**src/rtl/mem_port_arbiter.sv**
```systemverilog
// Shares one memory port between instruction fetch and load/store access.
// Data has fixed priority; a burst counter guarantees fetch a slot, and a wait counter bounds each access.
module mem_port_arbiter #(
    parameter int AWIDTH         = 32,
    parameter int DWIDTH         = 32,
    parameter int MAX_DATA_BURST = 4,
    parameter int TIMEOUT        = 16
) (
    input  logic              clk,
    input  logic              rst,
    input  logic              if_req,
    input  logic [AWIDTH-1:0] if_addr,
    output logic              if_gnt,
    output logic              if_rvalid,
    output logic [DWIDTH-1:0] if_rdata,
    input  logic              d_req,
    input  logic              d_we,
    input  logic [AWIDTH-1:0] d_addr,
    input  logic [DWIDTH-1:0] d_wdata,
    input  logic [2:0]        d_size,
    output logic              d_gnt,
    output logic              d_rvalid,
    output logic [DWIDTH-1:0] d_rdata,
    output logic              err,
    output logic              busy,
    output logic              mem_req,
    output logic              mem_we,
    output logic [AWIDTH-1:0] mem_addr,
    output logic [DWIDTH-1:0] mem_wdata,
    output logic [2:0]        mem_size,
    input  logic              mem_ready,
    input  logic [DWIDTH-1:0] mem_rdata
);

    // Handshake: a requester holds *_req until *_gnt is seen high in an IDLE
    // cycle; the access is taken at that clock edge and answered by exactly one
    // *_rvalid pulse (err set if memory never answered), or by nothing if reset.
    localparam int BW = $clog2(MAX_DATA_BURST + 1);
    localparam int WW = $clog2(TIMEOUT);
    localparam logic [BW-1:0] BURST_MAX = BW'(MAX_DATA_BURST);
    localparam logic [WW-1:0] WAIT_MAX  = WW'(TIMEOUT - 1);

    typedef enum logic [1:0] {
        IDLE  = 2'd0,
        FETCH = 2'd1,
        DATA  = 2'd2
    } state_t;

    state_t          state;
    state_t          state_next;
    logic [BW-1:0]   burst_cnt;
    logic [WW-1:0]   wait_cnt;
    logic            grant_d;
    logic            grant_i;
    logic            done_ok;
    logic            done_to;

    always_ff @(posedge clk) begin
        if (rst) begin
            state <= IDLE;
        end else begin
            state <= state_next;
        end
    end

    always_comb begin
        state_next = state;
        grant_d    = 1'b0;
        grant_i    = 1'b0;
        done_ok    = 1'b0;
        done_to    = 1'b0;
        case (state)
            IDLE: begin
                if (!rst) begin
                    // Data wins unless fetch has already waited through a full burst.
                    if (d_req && !(if_req && burst_cnt == BURST_MAX)) begin
                        grant_d    = 1'b1;
                        state_next = DATA;
                    end else if (if_req) begin
                        grant_i    = 1'b1;
                        state_next = FETCH;
                    end
                end
            end
            FETCH, DATA: begin
                if (mem_req) begin
                    if (mem_ready) begin
                        done_ok    = 1'b1;
                        state_next = IDLE;
                    end else if (wait_cnt == WAIT_MAX) begin
                        done_to    = 1'b1;
                        state_next = IDLE;
                    end
                end
            end
            default: state_next = IDLE;
        endcase
    end

    assign d_gnt  = grant_d;
    assign if_gnt = grant_i;
    assign busy   = (state != IDLE);

    always_ff @(posedge clk) begin
        if (rst) begin
            mem_req   <= 1'b0;
            mem_we    <= 1'b0;
            mem_addr  <= '0;
            mem_wdata <= '0;
            mem_size  <= 3'b000;
            if_rvalid <= 1'b0;
            if_rdata  <= '0;
            d_rvalid  <= 1'b0;
            d_rdata   <= '0;
            err       <= 1'b0;
            burst_cnt <= '0;
            wait_cnt  <= '0;
        end else begin
            if_rvalid <= 1'b0;
            if_rdata  <= '0;
            d_rvalid  <= 1'b0;
            d_rdata   <= '0;
            err       <= 1'b0;
            if (grant_d) begin
                mem_req   <= 1'b1;
                mem_we    <= d_we;
                mem_addr  <= d_addr;
                mem_wdata <= d_wdata;
                mem_size  <= d_size;
                wait_cnt  <= '0;
                if (!if_req) begin
                    burst_cnt <= '0;
                end else if (burst_cnt != BURST_MAX) begin
                    burst_cnt <= burst_cnt + 1'b1;
                end
            end else if (grant_i) begin
                mem_req   <= 1'b1;
                mem_we    <= 1'b0;
                mem_addr  <= if_addr;
                mem_wdata <= '0;
                mem_size  <= 3'b010;
                wait_cnt  <= '0;
                burst_cnt <= '0;
            end
            if (done_ok || done_to) begin
                mem_req  <= 1'b0;
                wait_cnt <= '0;
                err      <= done_to;
                if (state == FETCH) begin
                    if_rvalid <= 1'b1;
                    if_rdata  <= done_ok ? mem_rdata : '0;
                end else begin
                    d_rvalid <= 1'b1;
                    d_rdata  <= (done_ok && !mem_we) ? mem_rdata : '0;
                end
            end else if (state != IDLE && mem_req && !mem_ready) begin
                wait_cnt <= wait_cnt + 1'b1;
            end
        end
    end

endmodule

```
**config.mk**
```make
export PLATFORM = sky130hd
export DESIGN_NAME = mem_port_arbiter
export DESIGN_NICKNAME = d
export VERILOG_FILES = /design/src/rtl/mem_port_arbiter.sv
export SDC_FILE = /design/constraint.sdc
export NUM_CORES = 1
export LEC_CHECK = 0
export BUFFER_PORTS_ARGS = -buffer_cell sky130_fd_sc_hd__buf_2
export CAP_MARGIN = 40
export CORE_MARGIN = 4
export CORE_UTILIZATION = 40
export CTS_CLUSTER_DIAMETER = 120
export DETAILED_ROUTE_END_ITERATION = 10
export HOLD_SLACK_MARGIN = 0.15
export PLACE_DENSITY_LB_ADDON = 0.05
export SETUP_SLACK_MARGIN = 0.5
export SLEW_MARGIN = 20
export SYNTH_ARGS = -nofsm -noshare
export SYNTH_HDL_FRONTEND = slang
export SYNTH_SLANG_ARGS = --single-unit
export TNS_END_PERCENT = 5
```
**constraint.sdc**
```tcl
create_clock -name clk -period 1.75 [get_ports clk]
set_clock_uncertainty 0.2 [all_clocks]
set_input_delay 0.2625 -clock clk [delete_from_list [all_inputs] [get_ports clk]]
set_output_delay 0.2625 -clock clk [all_outputs]
set_load 0.01 [all_outputs]
```
Word level (Yosys, flattened, before mapping). Cells that the tools add are included.

Bits in registers: 145. Word-level logic and storage cells: 87. Input port bits: 137.

Equality and inequality tests: 9. $add $sub $neg: 2. Reductions and logical operators: 20. Muxes and demuxes: 39. Bitwise logic cells: 4.

Operator list (count): two-way mux 32 bit (4); two-way mux 1 bit (20); two-way mux 3 bit (6); two-way mux 4 bit (3); two-way mux 2 bit (5); inequality test 3 bit, second input constant (3); OR reduction 4 bit (2); OR reduction 2 bit (3); logical AND 1 bit (5); adder 4 x 1 -> 4 bit, second input constant (1); equality test 4 bit, second input constant (1); inverter 1 bit (4); case mux 2 bit (2 select lines) (1); nonzero test 2 bit (2); adder 3 x 1 -> 3 bit, second input constant (1); equality test 3 bit, second input constant (1); logical NOT 1 bit (3); inequality test 3 x 2 -> 1 bit, second input constant (1); AND reduction 3 bit (1); nonzero test 3 bit (1); equality test 2 x 1 -> 1 bit, second input constant (1); equality test 2 bit, second input constant (1); logical NOT 2 bit (1); inequality test 2 bit, second input constant (1); other kinds (2) (2).

Logic depth before layout (Yosys ltp).
Depth after elaboration: 10. Mapped depth: 8. Mapped depth without buffers: 5.

Worst setup path after synthesis. Ideal clock, no wire load.

Path kind: register to output. From: register burst_cnt[0]. To: output d_gnt. Slack: -0.121 ns. Stages on the path, launching flop included: 7. Data arrival time: 1.408 ns. Path through: dfxtp_1 -> inv_1 -> ha_1 -> and3_4 -> buf_6 -> nor3_4 -> buf_6.

Word-level cells in the longest chain between the ends: 7.

RTL lines: start, declared (RTL line 51) `logic [BW-1:0] burst_cnt;`; start signal, assigned (RTL line 134) `burst_cnt <= burst_cnt + 1'b1;`; equality test 3 bit (RTL line 76) `if (d_req && !(if_req && burst_cnt == BURST_MAX)) begin`; logical AND 1 bit (RTL line 76); logical NOT 1 bit (RTL line 76); logical AND 1 bit (RTL line 76); two-way mux 1 bit (RTL line 76); two-way mux 1 bit (RTL line 74) `if (!rst) begin`; two-way mux 1 bit (RTL line 72) `case (state)`; end, declared (RTL line 21) `output logic d_gnt,`.

Every way passes these cells.

Worst setup path in the final report.
From: register state[0]. To: register mem_addr[15].

Word-level cells in the longest chain between the ends: 3. Elaborated cells between the ends (all ways): 5. Classes of those cells: 3 x mux; 2 x reduce/logical.

RTL lines: start, declared (RTL line 49) `state_t state;`; start signal, assigned (RTL line 62) `state <= state_next;`; logical NOT 2 bit (*) (RTL line 72); two-way mux 1 bit (RTL line 72); two-way mux 32 bit or nonzero test 2 bit (tied branches); end signal, assigned (RTL line 127) `mem_addr <= d_addr;`; end signal, assigned (RTL line 139) `mem_addr <= if_addr;`; end, declared (RTL line 28) `output logic [AWIDTH-1:0] mem_addr,`.

Mark *: on every way between the ends. The rest lies on a longest branch, timed or not. A chain may end at the register's enable or synchronous reset.

==> flow_summary.json <==
{
  "synthesis.nets": 628,
  "critPathMaxFanout": 9,
  "relSlewSlack_pct": 56.7,
  "timing.fmax_mhz": 504,
  "hold_viol_final": 1,
  "grt_max_degree": 36,
  "power.total_w": 0.0116,
  "avgSynthCellArea_um2": 10.5,
  "cap_violations": 0,
  "met3_length_um": 1690,
  "worstSkewPairLatency_ns": 0.41,
  "area_growth_syn_to_layout_pct": 94.5,
  "cts_tree": "built",
  "cts_root_buffer": "clkbuf_16",
  "vias": 5611,
  "r2r-end": "mem_addr[15]",
  "whs_endpoint": "burst_cnt[0]",
  "critPathArrivalTime_ns": 2.09,
  "rsz0062_at_grt": "yes",
  "n_antenna_cell": 0,
  "r2r_start": "state[0]",
  "clk_path_buf_depth": 2,
  "grt_pass1_vias": 5709,
  "grt_pass1_wl_um": 28500,
  "wl_met2_um": 9840,
  "cts_max_level": 4,
  "viasPerCell": 5.09,
  "dieArea_um2": 14700,
  "port_buffers": 275,
  "io_pins": 276,
  "synth_top_cell_by_area": "dfxtp_1",
  "die_h_um": 121,
  "clk_pin_slew_ns": 0.06,
  "clock_sinks": 145,
  "post-route-period-util_pct": 113,
  "violations": "hold timing, setup timing",
  "drv_slew": 0,
  "criticalPathCategory": "flip-flop to flip-flop",
  "gp_congestion": 0.805,
  "synth_edf_count": 0,
  "die_w_um": 121,
  "drt_iter0_markers": 344,
  "antenna_found_initial": 0,
  "cellPowerDensity_nw_per_um2": 1160,
  "initial_core_util_pct": 40.8,
  "num_rows": 41,
  "p_switching_w": 0.00351,
  "holdWs_ns": -0.0238,
  "rrSetupSlack_ns": -0.24,
  "wl_um": 19300,
  "wl_per_cell_um": 17.6,
  "synth_area_um2": 5120,
  "top_layer": "met4",
  "hold_path_class": "primary input to flip-flop",
  "fin_crit_ns": 1.99,
  "comb_power_share_pct": 33.4,
  "r2r_cells": 8,
  "crit_required_ns": 1.86,
  "hold_path_startpoint": "d_req",
  "nets": 1059,
  "fin_util_pct": 79.3,
  "drt_pre_antenna_iters": 5,
  "p_clk_share_pct": 30.9,
  "drc": 0,
  "fin_ws_ns": -0.235,
  "grtUsageTotal_pct": 24.4,
  "status": "finished, violations left",
  "sw_frac_of_total_pct": 30.3,
  "async_reset_ff_share_pct": 0,
  "holdPathStages": 3,
  "end_kind": "flip-flop",
  "gr-total-overflow": 0,
  "core_region_area_um2": 12600,
  "irDropWorstVdd_v": 0.000744,
  "yosysSeqAreaShare_pct": 56.6,
  "drtAntennaViolNets": 0,
  "synthTopCellsByArea": "dfxtp_1, and2_1, a311oi_1",
  "holdBufCountCts": 133,
  "place_hpwl_um": 10400,
  "start_kind": "flip-flop",
  "ys_warn_count": 0,
  "synth.distinct_cells": 46,
  "drive_gt1_share_pct": 57.0,
  "worstMarginPinSlew_ns": 0.647,
  "p_int_w": 0.00805,
  "synth_seq_cells": 145,
  "seqPwrFrac_pct": 35.7,
  "fillCellCount": 756,
  "cts_made_buffers": 17,
  "setup_viol": 34,
  "power.leakage_nw": 4.48,
  "synth_ff_type": "dfxtp_1",
  "met1Wirelength_um": 7330,
  "synth_cells": 486,
  "yosys.area.top_type_share_pct": 56.6
}
[cells by family after synthesis]
logic type,count (synthesis),synth area share [%]
mux,2,0.415
flops,145,56.6
buf+inv,48,4.88
simple gates,132,15.9
compound gates,154,20.9
fa+ha+maj,5,1.22
[cell usage after synthesis, types with 6 or more instances]
| cell type | n |
|---|---|
| a311oi_1 | 34 |
| o21ai_0 | 34 |
| clkbuf_1 | 14 |
| buf_2 | 13 |
| a22o_1 | 31 |
| and2_1 | 64 |
| dfxtp_1 | 145 |
| nand3_1 | 36 |
| inv_1 | 6 |
| a21oi_1 | 38 |
[worst max-delay path, cell delays in order (launching register included)]
cell and delay, ns:
dfxtp_2 0.33, inv_2 0.07, ha_4 0.16, buf_6 0.12, nor2b_4 0.29, buf_4 0.18, clkbuf_16 0.14, a21oi_1 0.09
a311oi_1 0.29
[what timing repair did]
action / CTS / global route
gates resized for setup: 172 / 89
setup endpoints to repair: 284 / 284
buffers inserted: 7 / 10
pin swaps: 44 / 66
gates cloned: 2 / 8
endpoints found under the hold margin: 142 / 6
[registers in the layout (all words and copies together), names as in the netlist]
| signal | cells |
|---|---|
| mem_addr | 32 |
| burst_cnt | 3 |
| mem_we | 1 |
| d_rdata | 32 |
| d_rvalid | 1 |
| mem_wdata | 32 |
| if_rdata | 32 |
| mem_req | 1 |
| mem_size | 3 |
| if_rvalid | 1 |
| state | 2 |
| err | 1 |
| wait_cnt | 4 |
[power groups by stage]
stage | sequential (W) | clock [W] | combinational [W]
after CTS | 0.00409 | 0.00363 | 0.00335
after global placement | 0.00403 | 0 | 0.00244
after detailed placement | 0.00403 | 0 | 0.00249
after floorplan | 0.00420 | 0 | 0.00137
final | 0.00413 | 0.00357 | 0.00386
after global routing | 0.00417 | 0.00376 | 0.00410
[placed cells by master, fill, tap and decap left out, types with 25 or more instances in the layout]
| master | count |
|---|---|
| dfxtp_2 | 74 |
| nand3_1 | 35 |
| dlygate4sd3_1 | 133 |
| a22o_1 | 31 |
| and2_4 | 46 |
| buf_2 | 197 |
| buf_4 | 25 |
| a21oi_1 | 29 |
| dfxtp_1 | 66 |
| a311oi_1 | 30 |
| buf_6 | 84 |
[stage by stage]
| stage | area [µm²] | std cells | TNS, ns | worst slack, ns |
|---|---|---|---|---|
| floorplan | 5200 | 486 | 0 | 0.0128 |
| global placement | 6780 | 910 | 0 | 0.106 |
| detailed placement | 6780 | 910 | 0 | 0.0618 |
| CTS | 9440 | 1084 | -0.414 | -0.194 |
| global route | 9970 | 1102 | -5.79 | -0.259 |
| finish | 9970 | 1102 | -3.09 | -0.235 |
[routing by layer]
metal	vias to the layer above	track usage (%)
met5	-	0
met2	330	42.3
met4	0	9.66
met3	44	7.65
li1	2635	-
met1	2602	27.9
[how the worst max path moves through the flow]
stage	from	to	slack [ns]	cells past startpoint
after floorplan	burst_cnt[0]	d_gnt	0.01	6
after global placement	state[0]	d_rdata[21]	0.11	6
after detailed placement	state[0]	d_rdata[16]	0.06	6
after CTS	burst_cnt[1]	d_gnt	-0.19	5
after global routing	state[0]	mem_addr[15]	-0.26	8
final	state[0]	mem_addr[15]	-0.24	8
[layout make-up]
| class | count | area, µm² | area share [%] |
|---|---|---|---|
| Tap cell | 172 | 215 | 2.16 |
| Clock inverter | 12 | 124 | 1.24 |
| Inverter | 6 | 27.5 | 0.276 |
| Clock buffer | 20 | 467 | 4.68 |
| Sequential cell | 145 | 3010 | 30.2 |
| Multi-Input combinational cell | 293 | 2320 | 23.3 |
| Timing Repair Buffer | 454 | 3790 | 38.1 |
No activity file was read; power rests on OpenSTA's default activity.
